<file path="config.mk">
export PLATFORM = sky130hd
export DESIGN_NAME = tm1638_responder_flat
export DESIGN_NICKNAME = d
export VERILOG_FILES = /design/src/rtl/tm1638_pkg.sv /design/src/rtl/tm1638_responder_if.sv /design/src/rtl/tm1638_pin_sync.sv /design/src/rtl/tm1638_responder.sv /design/src/flat_wrapper.sv
export SDC_FILE = /design/constraint.sdc
export NUM_CORES = 1
export LEC_CHECK = 0
export ABC_AREA = 0
export CAP_MARGIN = 15
export CORE_ASPECT_RATIO = 0.8
export CORE_UTILIZATION = 59
export CTS_BUF_LIST = sky130_fd_sc_hd__clkbuf_4 sky130_fd_sc_hd__clkbuf_8
export DETAILED_ROUTE_END_ITERATION = 7
export PLACE_DENSITY = 0.79
export SLEW_MARGIN = 5
export SYNTH_ARGS = -nofsm -noshare
export SYNTH_HDL_FRONTEND = slang
export SYNTH_HIERARCHICAL = 1
export SYNTH_SLANG_ARGS = --single-unit
</file>
<file path="constraint.sdc">
create_clock -name i_Clk -period 2.95 [get_ports i_Clk]
set_clock_uncertainty 0.1 [all_clocks]
set_input_delay 0.295 -clock i_Clk [delete_from_list [all_inputs] [get_ports i_Clk]]
set_output_delay 0.295 -clock i_Clk [all_outputs]
set_load 0.1 [all_outputs]
</file>
<file path="src/rtl/tm1638_pkg.sv">
// tm1638_pkg: shared types and constants for the TM1638 responder.
//   tm_state_e   - responder FSM state encoding
//   CMD_*        - command class, byte[7:6]
//   BIT_*        - bit positions inside command bytes
//   KEY_W        - key-scan word width
package tm1638_pkg;
  typedef enum logic [2:0] {
    S_IDLE  = 3'd0,
    S_CMD   = 3'd1,
    S_WRITE = 3'd2,
    S_READ  = 3'd3,
    S_DRAIN = 3'd4
  } tm_state_e;

  localparam logic [1:0] CMD_DATA = 2'b01;
  localparam logic [1:0] CMD_DISP = 2'b10;
  localparam logic [1:0] CMD_ADDR = 2'b11;

  localparam int BIT_READ    = 1;  // data command: 1 = key read
  localparam int BIT_FIXED   = 2;  // data command: 1 = fixed address
  localparam int BIT_DISP_ON = 3;  // display control: display on

  localparam int KEY_W = 32;
endpackage

</file>
<file path="src/rtl/tm1638_responder_if.sv">
// tm1638_responder_if: STB/CLK/DIO link between an initiator and the responder.
//   i_SPI_Stb    - frame strobe, active low (initiator -> responder)
//   i_SPI_Clk    - SPI clock, idle high (initiator -> responder)
//   i_SPI_Dio    - serial data, LSB first (initiator -> responder)
//   o_SPI_Dio    - serial read data (responder -> initiator)
//   o_SPI_Dio_En - responder drive enable for the external DIO tristate
interface tm1638_responder_if;
  logic i_SPI_Stb;
  logic i_SPI_Clk;
  logic i_SPI_Dio;
  logic o_SPI_Dio;
  logic o_SPI_Dio_En;

  modport master (output i_SPI_Stb, i_SPI_Clk, i_SPI_Dio,
                  input  o_SPI_Dio, o_SPI_Dio_En);
  modport slave  (input  i_SPI_Stb, i_SPI_Clk, i_SPI_Dio,
                  output o_SPI_Dio, o_SPI_Dio_En);
endinterface

</file>
<file path="src/rtl/tm1638_pin_sync.sv">
// tm1638_pin_sync: SYNC_STAGES-deep synchronizer for one asynchronous pin,
// plus single-cycle rise/fall pulses taken from the last two synced samples.
//   i_Clk, i_Rst_n - system clock, async active-low reset
//   i_Pin          - asynchronous input
//   o_Level        - synchronized level
//   o_Rise/o_Fall  - one-cycle edge pulses
module tm1638_pin_sync #(
  parameter int   SYNC_STAGES = 2,
  parameter logic RST_VAL     = 1'b1
) (
  input  logic i_Clk,
  input  logic i_Rst_n,
  input  logic i_Pin,
  output logic o_Level,
  output logic o_Rise,
  output logic o_Fall
);
  logic [SYNC_STAGES-1:0] r_Sync;
  logic                   r_Prev;

  // Reset to the idle level so no edge is seen when reset releases.
  always_ff @(posedge i_Clk or negedge i_Rst_n) begin
    if (!i_Rst_n) begin
      r_Sync <= {SYNC_STAGES{RST_VAL}};
      r_Prev <= RST_VAL;
    end else begin
      r_Sync <= {r_Sync[SYNC_STAGES-2:0], i_Pin};
      r_Prev <= r_Sync[SYNC_STAGES-1];
    end
  end

  assign o_Level = r_Sync[SYNC_STAGES-1];
  assign o_Rise  =  r_Sync[SYNC_STAGES-1] & ~r_Prev;
  assign o_Fall  = ~r_Sync[SYNC_STAGES-1] &  r_Prev;
endmodule

</file>
<file path="src/rtl/tm1638_responder.sv">
// tm1638_responder: TM1638 target emulator. Decodes data/address/display
// commands from the STB/CLK/DIO link, holds the display RAM and returns the
// key-scan word on DIO for read commands.
//   i_Clk, i_Rst_n  - system clock (>= 4x SPI clock), async active-low reset
//   spi             - STB/CLK/DIO link (slave side)
//   i_Keys          - key-scan word, bit0 sent first
//   i_Ram_Addr      - display RAM read address
//   o_Ram_Data      - registered RAM read data (1 cycle latency)
//   o_Display_On    - display on flag
//   o_Brightness    - brightness level
//   o_Frame_Err     - one-cycle pulse on a malformed frame
// Optional macro TM1638_RESP_STATS_EN adds o_Stat_Frames, o_Stat_Bytes and
// o_Stat_Errs saturating counters.
module tm1638_responder
  import tm1638_pkg::*;
#(
  parameter int SYNC_STAGES = 2,
  parameter int RAM_DEPTH   = 16
) (
  input  logic             i_Clk,
  input  logic             i_Rst_n,
  tm1638_responder_if.slave spi,
  input  logic [KEY_W-1:0] i_Keys,
  input  logic [3:0]       i_Ram_Addr,
  output logic [7:0]       o_Ram_Data,
  output logic             o_Display_On,
  output logic [2:0]       o_Brightness,
  output logic             o_Frame_Err
`ifdef TM1638_RESP_STATS_EN
  ,
  output logic [15:0]      o_Stat_Frames,
  output logic [15:0]      o_Stat_Bytes,
  output logic [7:0]       o_Stat_Errs
`endif
);
  localparam logic [2:0] ST_IDLE  = S_IDLE;
  localparam logic [2:0] ST_CMD   = S_CMD;
  localparam logic [2:0] ST_WRITE = S_WRITE;
  localparam logic [2:0] ST_READ  = S_READ;
  localparam logic [2:0] ST_DRAIN = S_DRAIN;

  // Pin index: 2 = STB, 1 = CLK, 0 = DIO.
  logic [2:0] w_Lvl, w_Rise, w_Fall;

  tm1638_pin_sync #(.SYNC_STAGES(SYNC_STAGES), .RST_VAL(1'b1)) u_sync [2:0] (
    .i_Clk   (i_Clk),
    .i_Rst_n (i_Rst_n),
    .i_Pin   ({spi.i_SPI_Stb, spi.i_SPI_Clk, spi.i_SPI_Dio}),
    .o_Level (w_Lvl),
    .o_Rise  (w_Rise),
    .o_Fall  (w_Fall)
  );

  logic [2:0]       r_State;
  logic [2:0]       r_Cnt;
  logic [6:0]       r_Shift;
  logic [3:0]       r_Ptr;
  logic             r_Fixed;
  logic [KEY_W-1:0] r_KeySh;
  logic [4:0]       r_BitCnt;
  logic             r_Dio, r_Dio_En;
  logic             r_Disp;
  logic [2:0]       r_Bright;
  logic             r_Err;
  logic [7:0]       r_Ram [RAM_DEPTH];

  logic       w_StbRise, w_StbFall, w_ClkRise, w_ClkFall, w_Bit;
  logic [7:0] w_Byte;
  logic       w_ByteDone, w_CmdErr, w_StbErr, w_Err, w_RamWe;
  logic [3:0] w_PtrNext;

  assign w_StbRise = w_Rise[2];
  assign w_StbFall = w_Fall[2];
  assign w_ClkRise = w_Rise[1];
  assign w_ClkFall = w_Fall[1];
  assign w_Bit     = w_Lvl[0];
  // Valid only when the 8th bit is arriving: bits 0..6 are already held.
  assign w_Byte    = {w_Bit, r_Shift};

  // STB rise has priority: a coincident CLK rise never completes a byte.
  assign w_ByteDone = ~w_StbRise & w_ClkRise & (r_Cnt == 3'd7) &
                      ((r_State == ST_CMD) || (r_State == ST_WRITE));
  assign w_CmdErr   = w_ByteDone & (r_State == ST_CMD) & (w_Byte[7:6] == 2'b00);
  // Any STB rise in READ is early: 32 bits done moves the FSM to DRAIN.
  assign w_StbErr   = w_StbRise &
                      ((((r_State == ST_CMD) || (r_State == ST_WRITE)) && (r_Cnt != 3'd0)) ||
                       (r_State == ST_READ));
  assign w_Err      = w_CmdErr | w_StbErr;
  assign w_RamWe    = w_ByteDone & (r_State == ST_WRITE);
  assign w_PtrNext  = (r_Ptr == 4'(RAM_DEPTH-1)) ? 4'd0 : r_Ptr + 4'd1;

  logic w_unused;
  assign w_unused = ^{w_Byte[5:4], w_Lvl[2:1], w_Rise[0], w_Fall[0]};

  always_ff @(posedge i_Clk or negedge i_Rst_n) begin
    if (!i_Rst_n) begin
      r_State  <= ST_IDLE;
      r_Cnt    <= '0;
      r_Shift  <= '0;
      r_Ptr    <= '0;
      r_Fixed  <= 1'b0;
      r_KeySh  <= '0;
      r_BitCnt <= '0;
      r_Dio    <= 1'b1;
      r_Dio_En <= 1'b0;
      r_Disp   <= 1'b0;
      r_Bright <= '0;
      r_Err    <= 1'b0;
    end else begin
      r_Err <= w_Err;
      if (w_StbRise) begin
        r_State  <= ST_IDLE;
        r_Cnt    <= '0;
        r_Dio    <= 1'b1;
        r_Dio_En <= 1'b0;
      end else begin
        case (r_State)
          ST_IDLE: if (w_StbFall) begin
            r_State <= ST_CMD;
            r_Cnt   <= '0;
          end
          ST_CMD, ST_WRITE: if (w_ClkRise) begin
            if (r_Cnt != 3'd7) r_Shift[r_Cnt] <= w_Bit;
            r_Cnt <= r_Cnt + 3'd1;
            if (r_Cnt == 3'd7) begin
              if (r_State == ST_WRITE) begin
                if (!r_Fixed) r_Ptr <= w_PtrNext;
              end else begin
                case (w_Byte[7:6])
                  CMD_DATA: begin
                    r_Fixed <= w_Byte[BIT_FIXED];
                    if (w_Byte[BIT_READ]) begin
                      r_State  <= ST_READ;
                      r_KeySh  <= i_Keys;
                      r_BitCnt <= '0;
                      r_Dio_En <= 1'b1;
                    end else begin
                      r_State <= ST_DRAIN;
                    end
                  end
                  CMD_DISP: begin
                    r_Disp   <= w_Byte[BIT_DISP_ON];
                    r_Bright <= w_Byte[2:0];
                    r_State  <= ST_DRAIN;
                  end
                  CMD_ADDR: begin
                    r_Ptr   <= w_Byte[3:0];
                    r_State <= ST_WRITE;
                  end
                  default: r_State <= ST_DRAIN;
                endcase
              end
            end
          end
          ST_READ: begin
            if (w_ClkFall) begin
              r_Dio   <= r_KeySh[0];
              r_KeySh <= {1'b0, r_KeySh[KEY_W-1:1]};
            end
            if (w_ClkRise) begin
              r_BitCnt <= r_BitCnt + 5'd1;
              if (r_BitCnt == 5'd31) begin
                r_Dio_En <= 1'b0;
                r_Dio    <= 1'b1;
                r_State  <= ST_DRAIN;
              end
            end
          end
          ST_DRAIN: ;
          default: r_State <= ST_IDLE;
        endcase
      end
    end
  end

  // Single write port from the FSM, single registered read port; a
  // same-address read in the write cycle returns the old byte.
  always_ff @(posedge i_Clk or negedge i_Rst_n) begin
    if (!i_Rst_n) begin
      for (int i = 0; i < RAM_DEPTH; i++) r_Ram[i] <= '0;
      o_Ram_Data <= '0;
    end else begin
      if (w_RamWe) r_Ram[r_Ptr] <= w_Byte;
      o_Ram_Data <= r_Ram[i_Ram_Addr];
    end
  end

  assign spi.o_SPI_Dio    = r_Dio;
  assign spi.o_SPI_Dio_En = r_Dio_En;
  assign o_Display_On     = r_Disp;
  assign o_Brightness     = r_Bright;
  assign o_Frame_Err      = r_Err;

`ifdef TM1638_RESP_STATS_EN
  logic [15:0] r_StFrames, r_StBytes;
  logic [7:0]  r_StErrs;

  always_ff @(posedge i_Clk or negedge i_Rst_n) begin
    if (!i_Rst_n) begin
      r_StFrames <= '0;
      r_StBytes  <= '0;
      r_StErrs   <= '0;
    end else begin
      if (w_StbRise  && !(&r_StFrames)) r_StFrames <= r_StFrames + 16'd1;
      if (w_ByteDone && !(&r_StBytes))  r_StBytes  <= r_StBytes  + 16'd1;
      if (w_Err      && !(&r_StErrs))   r_StErrs   <= r_StErrs   + 8'd1;
    end
  end

  assign o_Stat_Frames = r_StFrames;
  assign o_Stat_Bytes  = r_StBytes;
  assign o_Stat_Errs   = r_StErrs;
`endif
endmodule

</file>
<file path="src/flat_wrapper.sv">
// flat-port wrapper written by rule: the top's interface ports become plain ports
module tm1638_responder_flat import tm1638_pkg::*;
#(
  parameter int SYNC_STAGES = 2,
  parameter int RAM_DEPTH   = 16
)
  (i_Clk, i_Rst_n, i_Keys, i_Ram_Addr, o_Ram_Data, o_Display_On, o_Brightness, o_Frame_Err, spi_i_SPI_Stb, spi_i_SPI_Clk, spi_i_SPI_Dio, spi_o_SPI_Dio, spi_o_SPI_Dio_En);
  tm1638_responder_if spi_i ();
  input  logic i_Clk;
  input  logic i_Rst_n;
  input  logic [KEY_W-1:0] i_Keys;
  input  logic [3:0] i_Ram_Addr;
  output logic [7:0] o_Ram_Data;
  output logic o_Display_On;
  output logic [2:0] o_Brightness;
  output logic o_Frame_Err;
  input wire logic [$bits(spi_i.i_SPI_Stb)-1:0] spi_i_SPI_Stb;
  input wire logic [$bits(spi_i.i_SPI_Clk)-1:0] spi_i_SPI_Clk;
  input wire logic [$bits(spi_i.i_SPI_Dio)-1:0] spi_i_SPI_Dio;
  output wire logic [$bits(spi_i.o_SPI_Dio)-1:0] spi_o_SPI_Dio;
  output wire logic [$bits(spi_i.o_SPI_Dio_En)-1:0] spi_o_SPI_Dio_En;
  assign spi_i.i_SPI_Stb = spi_i_SPI_Stb;
  assign spi_i.i_SPI_Clk = spi_i_SPI_Clk;
  assign spi_i.i_SPI_Dio = spi_i_SPI_Dio;
  assign spi_o_SPI_Dio = spi_i.o_SPI_Dio;
  assign spi_o_SPI_Dio_En = spi_i.o_SPI_Dio_En;
  tm1638_responder #(.SYNC_STAGES(SYNC_STAGES), .RAM_DEPTH(RAM_DEPTH)) u_core (.i_Clk(i_Clk), .i_Rst_n(i_Rst_n), .spi(spi_i), .i_Keys(i_Keys), .i_Ram_Addr(i_Ram_Addr), .o_Ram_Data(o_Ram_Data), .o_Display_On(o_Display_On), .o_Brightness(o_Brightness), .o_Frame_Err(o_Frame_Err));
endmodule
</file>
==> results of run 1 <==
-- placed cells by master, fill, tap and decap left out, types with 3 or more instances in the layout --
cell type / count
nor2b_1: 5
nor2_1: 12
mux2_2: 166
ha_1: 10
mux4_2: 32
buf_12: 4
dfrtp_1: 197
a21oi_1: 5
clkbuf_4: 10
nand2_1: 116
and2_1: 4
dfstp_2: 9
clkdlybuf4s50_1: 38
mux2_1: 6
o21ai_0: 12
or3_1: 3
buf_4: 25
a31oi_1: 3
nand2_2: 12
clkbuf_8: 49
mux2i_1: 9
nand2b_1: 5
nand4_1: 3
inv_1: 11
nand3_1: 7
a22oi_1: 16
-- sequential cells by signal (all words and copies together) (netlist names) --
signal,cells
u_core/o_Frame_Err,1
u_core/o_Ram_Data,8
u_core/r_Shift,7
u_core/u_sync/r_Prev,2
u_core/r_State,3
u_core/r_KeySh,32
u_core/o_Display_On,1
u_core/o_Brightness,3
u_core/spi.o_SPI_Dio,1
u_core/r_Cnt,3
u_core/spi.o_SPI_Dio_En,1
u_core/r_Ram,128
u_core/r_Ptr,4
u_core/u_sync/r_Sync,6
u_core/r_Fixed,1
u_core/r_BitCnt,5
-- report_power, final --
group          switching [mW]  total [mW]  internal (mW)
Combinational           0.316       0.518          0.202
Clock                    1.10        2.67           1.57
Sequential             0.0842        2.95           2.87
Total                    1.50        6.14           4.64
-- area by class of cell --
| type | instances | share of cell area |
|---|---|---|
| Inverter | 11 | 0.00372 |
| Clock buffer | 58 | 0.0663 |
| Tap cell | 215 | 0.0242 |
| Timing Repair Buffer | 70 | 0.0610 |
| Multi-Input combinational cell | 468 | 0.378 |
| Clock inverter | 2 | 0.00147 |
| Sequential cell | 206 | 0.465 |
-- routing by layer --
layer  track usage  part of all wire  vias up
li1              -                 -     2727
met1         0.378              0.46     3139
met2         0.405              0.47      186
met3        0.0558             0.059       33
met4        0.0681             0.015        0
met5             0                 0        -
-- how the worst max path moves through the flow --
stage,start,slack (ns),endpoint
global route,u_core/r_Cnt[1],0.17,u_core/r_Ram[31]
floorplan,u_core/u_sync[1]/r_Sync[1],0.56,u_core/r_Shift[1]
global placement,u_core/u_sync[1]/r_Sync[1],0.42,u_core/r_Ram[31]
finish,u_core/r_Cnt[1],0.33,u_core/r_Ram[31]
detailed placement,u_core/u_sync[1]/r_Sync[1],0.34,u_core/r_Ram[31]
CTS,u_core/u_sync[1]/r_Sync[1],0.32,u_core/r_Ram[31]
-- timing repair --
action / 4_1_cts / 5_1_grt
gates resized for setup: 0 / 0
endpoints found under the hold margin: 53 / 0
hold buffers: 1 / 0
==> flow_summary_export.csv, run 1 <==
group,metric,value,unit
placed_design,dp_worst_setup_slack,0.345,ns
worst_setup_path,cp_top_family,"simple AND/OR/NAND/NOR gates",
timing,drv_slew,0,
timing,max_freq,382,MHz
min_path,min_from,"spi_i_SPI_Clk",
timing,maxSlewHeadroom,0.471,
worst_setup_path,crit_path_top_delay_cell,"dfrtp_1",
die,rows,41,
min_path,hold_depth,1,
die,core-area,15800,um2
synthesis,synthCells,726,
timing,setup_tns,0,ns
placed_design,placed_cell_area,10300,um2
final_layout,multi_input_comb_area,4200,um2
timing,period_share,0.887,
die,initial_utilization,0.606,
placed_design,hpwl,12900,um
placed_design,numPortBuffers,55,
final_layout,design_area,11100,um2
worst_setup_path,worst_path_most_repeated_cell,"ha_1",
timing,rsz0062_at_grt,"false",
worst_setup_path,worst_path_largest_cell_delay,0.45,ns
worst_setup_path,crit_fanout,8,
global_route,gr-total-overflow,0,
min_path,min_to,"u_core/u_sync[1]/r_Sync[0]",
detailed_routing,drt-initial-drc-count,418,
clocking,cts_buffers,35,
die,dieArea,16700,um2
final_layout,regArea,5170,um2
final_layout,fin_nets,843,
final_layout,final_cells,1030,
min_path,hold_class,"in2reg",
detailed_routing,wl,20100,um
worst_setup_path,path_class,"reg2reg",
detailed_routing,num_vias,6085,
timing,fin_hold_ws,0.107,ns
detailed_routing,drt-wirelength-per-cell,19.5,um
job,drv_cap,0,
detailed_routing,postRouteAntennaNets,0,
worst_setup_path,critPathLaunchType,"register",
worst_setup_path,crit_cells,6,
worst_setup_path,end_kind,"register",
timing,layout_setup_ws,0.334,ns
global_route,grtUsageTotal,0.261,
die,die_y,116,um
clocking,clock_sinks,206,
timing,tightest_slew,0.793,ns
clocking,post-cts-setup-buffers,0,
global_route,first_global_vias,6371,
worst_setup_path,path_buf_inv,0,
worst_setup_path,r2r-end,"u_core/r_Ram[31]",
final_layout,drive_above_1_share,0.394,
final_layout,num_antenna_cells,0,
detailed_routing,drc,0,
pwr,power.total,6.14,mW
pwr,vdd_drop_max,0.344,mV
clocking,cts_max_path_buffers,3,
synthesis,syn_nets,777,
clocking,clk_latency,0.50,ns
worst_setup_path,reg2reg_depth,6,
synthesis,avgSynthCellArea,13.2,um2
worst_setup_path,ff2ff_setup_slack,0.33,ns
clocking,h-tree-depth,2,
detailed_routing,drt-pass1-iter-count,5,
detailed_routing,drt-vias-per-instance,5.91,
pwr,total_leakage_power,5.21,nW
timing,finalCriticalPeriod,2.62,ns
final_layout,fin_util,0.703,
placed_design,gp_congestion,0.874,
final_layout,area_growth,16.0,%
final_layout,num-fill-cells,1092,
die,ioPinCount,56,
die,die_w,144,um
global_route,antenna_found_initial,0,
clocking,cts.clk_slew.worst_paths,0.06,ns
worst_setup_path,arrival,2.89,ns
timing,setup_viol,0,
timing,hold_viol,0,
outcome,status,"finished clean",
placed_design,dp_cells,969,
worst_setup_path,required,3.23,ns
clocking,root_buffer,"clkbuf_8",
global_route,grt_pass1_wl,33400,um
worst_setup_path,timing.rr.start,"u_core/r_Cnt[1]",
clocking,cts_tree,"yes",
global_route,grt_max_degree,83,
pwr,power_density,553,nW/um2
synthesis,ys_warn_count,6,
synthesis,synth_area,9570,um2
worst_setup_path,crit_chain,"ha_1 -> ha_1 -> nand3b_1 -> nor3_2 -> nand2_1 -> mux2_1",
Note: power is estimated with default switching activity, not from simulation.
==> run 2: changes to the inputs <==
Settings changed: ABC_CLOCK_PERIOD_IN_PS set to 2950, CORE_MARGIN set to 1.5.
==> run 2 against run 1 <==
Against the previous run: hold slack got worse by 0.0048 ns; sequential share of layout area increased by 0.25 points; global-route usage is 0.77 points lower; clock power is 6% lower; cell count down 0.49%; cell area fell by 0.54%; sequential cell count unchanged; count of clock-buffer cells in the layout decreased by 4; via count grew 0.53%; power decreased by 2.8%.
==> flow_summary_export.csv, run 2 (same netlist as run 1, synthesis figures left out) <==
group,metric,value,unit
outcome,status,"finished clean",
timing,period_share,0.887,
final_layout,regArea,5170,um2
pwr,total_leakage_power,5.18,nW
pwr,switching_share,0.246,
worst_setup_path,arrival,2.89,ns
clocking,cts_max_path_buffers,3,
clocking,cts_buffers,34,
placed_design,numPortBuffers,55,
die,core-area,15800,um2
pwr,power_density,541,nW/um2
placed_design,placed_cell_area,10400,um2
final_layout,drive_above_1_share,0.390,
worst_setup_path,required,3.23,ns
detailed_routing,drt-wirelength-per-cell,20.0,um
final_layout,num_antenna_cells,0,
global_route,gr-total-overflow,0,
pwr,power_frac_comb,0.084,
pwr,pwr-share-seq,0.497,
timing,rsz0062_at_grt,"false",
detailed_routing,postRouteAntennaNets,0,
worst_setup_path,worst_path_most_repeated_cell,"ha_1",
clocking,root_buffer,"clkbuf_8",
worst_setup_path,crit_fanout,8,
global_route,antenna_found_initial,0,
final_layout,fin_nets,842,
final_layout,multi_input_comb_area,4200,um2
detailed_routing,drt-vias-per-instance,5.97,
global_route,grt_pass1_wl,33700,um
worst_setup_path,path_class,"reg2reg",
final_layout,largest_register,"u_core/r_Ram",
final_layout,reg.largest.list,"u_core/r_Ram x128, u_core/r_KeySh x32, u_core/o_Ram_Data x8",
clocking,clk_latency,0.51,ns
final_layout,num-fill-cells,1114,
worst_setup_path,ff2ff_setup_slack,0.33,ns
clocking,cts.clk_slew.worst_paths,0.06,ns
timing,tightest_slew,0.800,ns
pwr,power.total,5.97,mW
placed_design,gp_congestion,0.922,
global_route,first_global_vias,6426,
die,dieArea,17000,um2
final_layout,largest_reg_flops,128,
die,rows,41,
global_route,grtUsageTotal,0.254,
detailed_routing,drt-initial-drc-count,407,
detailed_routing,drt-pass1-iter-count,5,
timing,maxSlewHeadroom,0.466,
global_route,grt_max_degree,81,
clocking,h-tree-depth,2,
die,die_y,117,um
final_layout,area_growth,15.4,%
clocking,clock_sinks,206,
worst_setup_path,crit_chain,"ha_1 -> ha_1 -> nand3b_1 -> nor3_2 -> nand2_1 -> mux2_2",
pwr,p_switching,1.47,mW
job,drv_cap,0,
min_path,min_from,"spi_i_SPI_Stb",
final_layout,design_area,11000,um2
worst_setup_path,end_kind,"register",
timing,setup_tns,0,ns
worst_setup_path,cp-startpoint,"u_core/r_Cnt[0]",
final_layout,layout_common_cells,"197 x dfrtp_1, 166 x mux2_2, 116 x nand2_1, 44 x clkbuf_8, 38 x clkdlybuf4s50_1",
placed_design,hpwl,13100,um
die,initial_utilization,0.606,
timing,setup_viol,0,
die,die_w,145,um
final_layout,final_common_cell,"dfrtp_1",
clocking,cts_resized,0,
detailed_routing,drc,0,
timing,drv_slew,0,
clocking,cts_tree,"yes",
detailed_routing,num_vias,6117,
worst_setup_path,path_buf_inv,0,
worst_setup_path,worst_path_largest_cell_delay,0.46,ns
pwr,p_int,4.51,mW
timing,finalCriticalPeriod,2.62,ns
worst_setup_path,timing.rr.start,"u_core/r_Cnt[0]",
worst_setup_path,crit_path_top_delay_cell,"dfrtp_1",
worst_setup_path,cp_top_family,"simple AND/OR/NAND/NOR gates",
worst_setup_path,critPathLaunchType,"register",
pwr,clkPwrFrac,0.418,
timing,max_freq,382,MHz
detailed_routing,wl,20500,um
pwr,vdd_drop_max,0.340,mV
min_path,hold_class,"in2reg",
die,ioPinCount,56,
timing,hold_viol,0,
run 2: timing repair:
item	4_1_cts	5_1_grt
setup buffers	0	0
hold endpoints to repair	62	0
hold buffers	1	0
run 2: final timing paths:
| check | to | cells past startpoint |
|---|---|---|
| hold reg to reg | u_core/u_sync[2]/r_Sync[1] | 0 |
| max in group asynchronous | u_core/r_Ram[10] | 3 |
| hold / removal | u_core/u_sync[2]/r_Sync[0] | 1 |
| setup reg to reg | u_core/r_Ram[8] | 6 |
| min in group asynchronous | u_core/r_KeySh[23] | 2 |
| setup / recovery | u_core/r_Ram[8] | 6 |
run 2: power by group through the flow:
stage                     clock network [mW]  logic [mW]  registers, mW
final                                   2.50       0.505           2.97
after global routing                    2.70       0.553           2.98
after CTS                               2.56       0.506           2.97
after detailed placement                   0       0.501           3.02
after global placement                     0       0.488           3.01
after floorplan                            0       0.318           2.97
run 2: final cells by class:
cell class,instances,area share
clock buffer,54,0.0611
sequential,206,0.468
timing repair buffer,70,0.0624
multi-input combinational,468,0.380
inverter,11,0.00374
clock inverter,1,0.000453
tap,215,0.0244
run 2: per-stage QoR:
| step | setup slack, ns | cells | hold slack, ns | util |
|---|---|---|---|---|
| CTS | 0.382 | 1025 | 0.0829 | 0.699 |
| global route | 0.250 | 1025 | 0.0976 | 0.699 |
| detailed placement | 0.397 | 969 | 0.248 | 0.655 |
| floorplan | 0.560 | 726 | -0.101 | - |
| global placement | 0.423 | 969 | 0.243 | 0.655 |
| finish | 0.334 | 1025 | 0.102 | 0.699 |
run 2: per-layer routing:
| layer | vias up | GRT usage | share of wire |
|---|---|---|---|
| li1 | 2733 | - | - |
| met1 | 3164 | 0.359 | 0.47 |
| met2 | 189 | 0.408 | 0.46 |
| met3 | 31 | 0.0457 | 0.051 |
| met4 | 0 | 0.0776 | 0.016 |
| met5 | - | 0 | 0 |
run 2: worst reg2reg max path, stage by stage (launching register included):
cell and delay (ns):
dfrtp_1 0.46, ha_1 0.22, ha_1 0.22, nand3b_1 0.34
nor3_2 0.42, nand2_1 0.36, mux2_2 0.38
==> run 3: changes to the inputs <==
Settings changed: CAP_MARGIN 15 to 5.
==> results of run 3 <==
No change in the layout: final DEF, timing and power equal those of run 2.
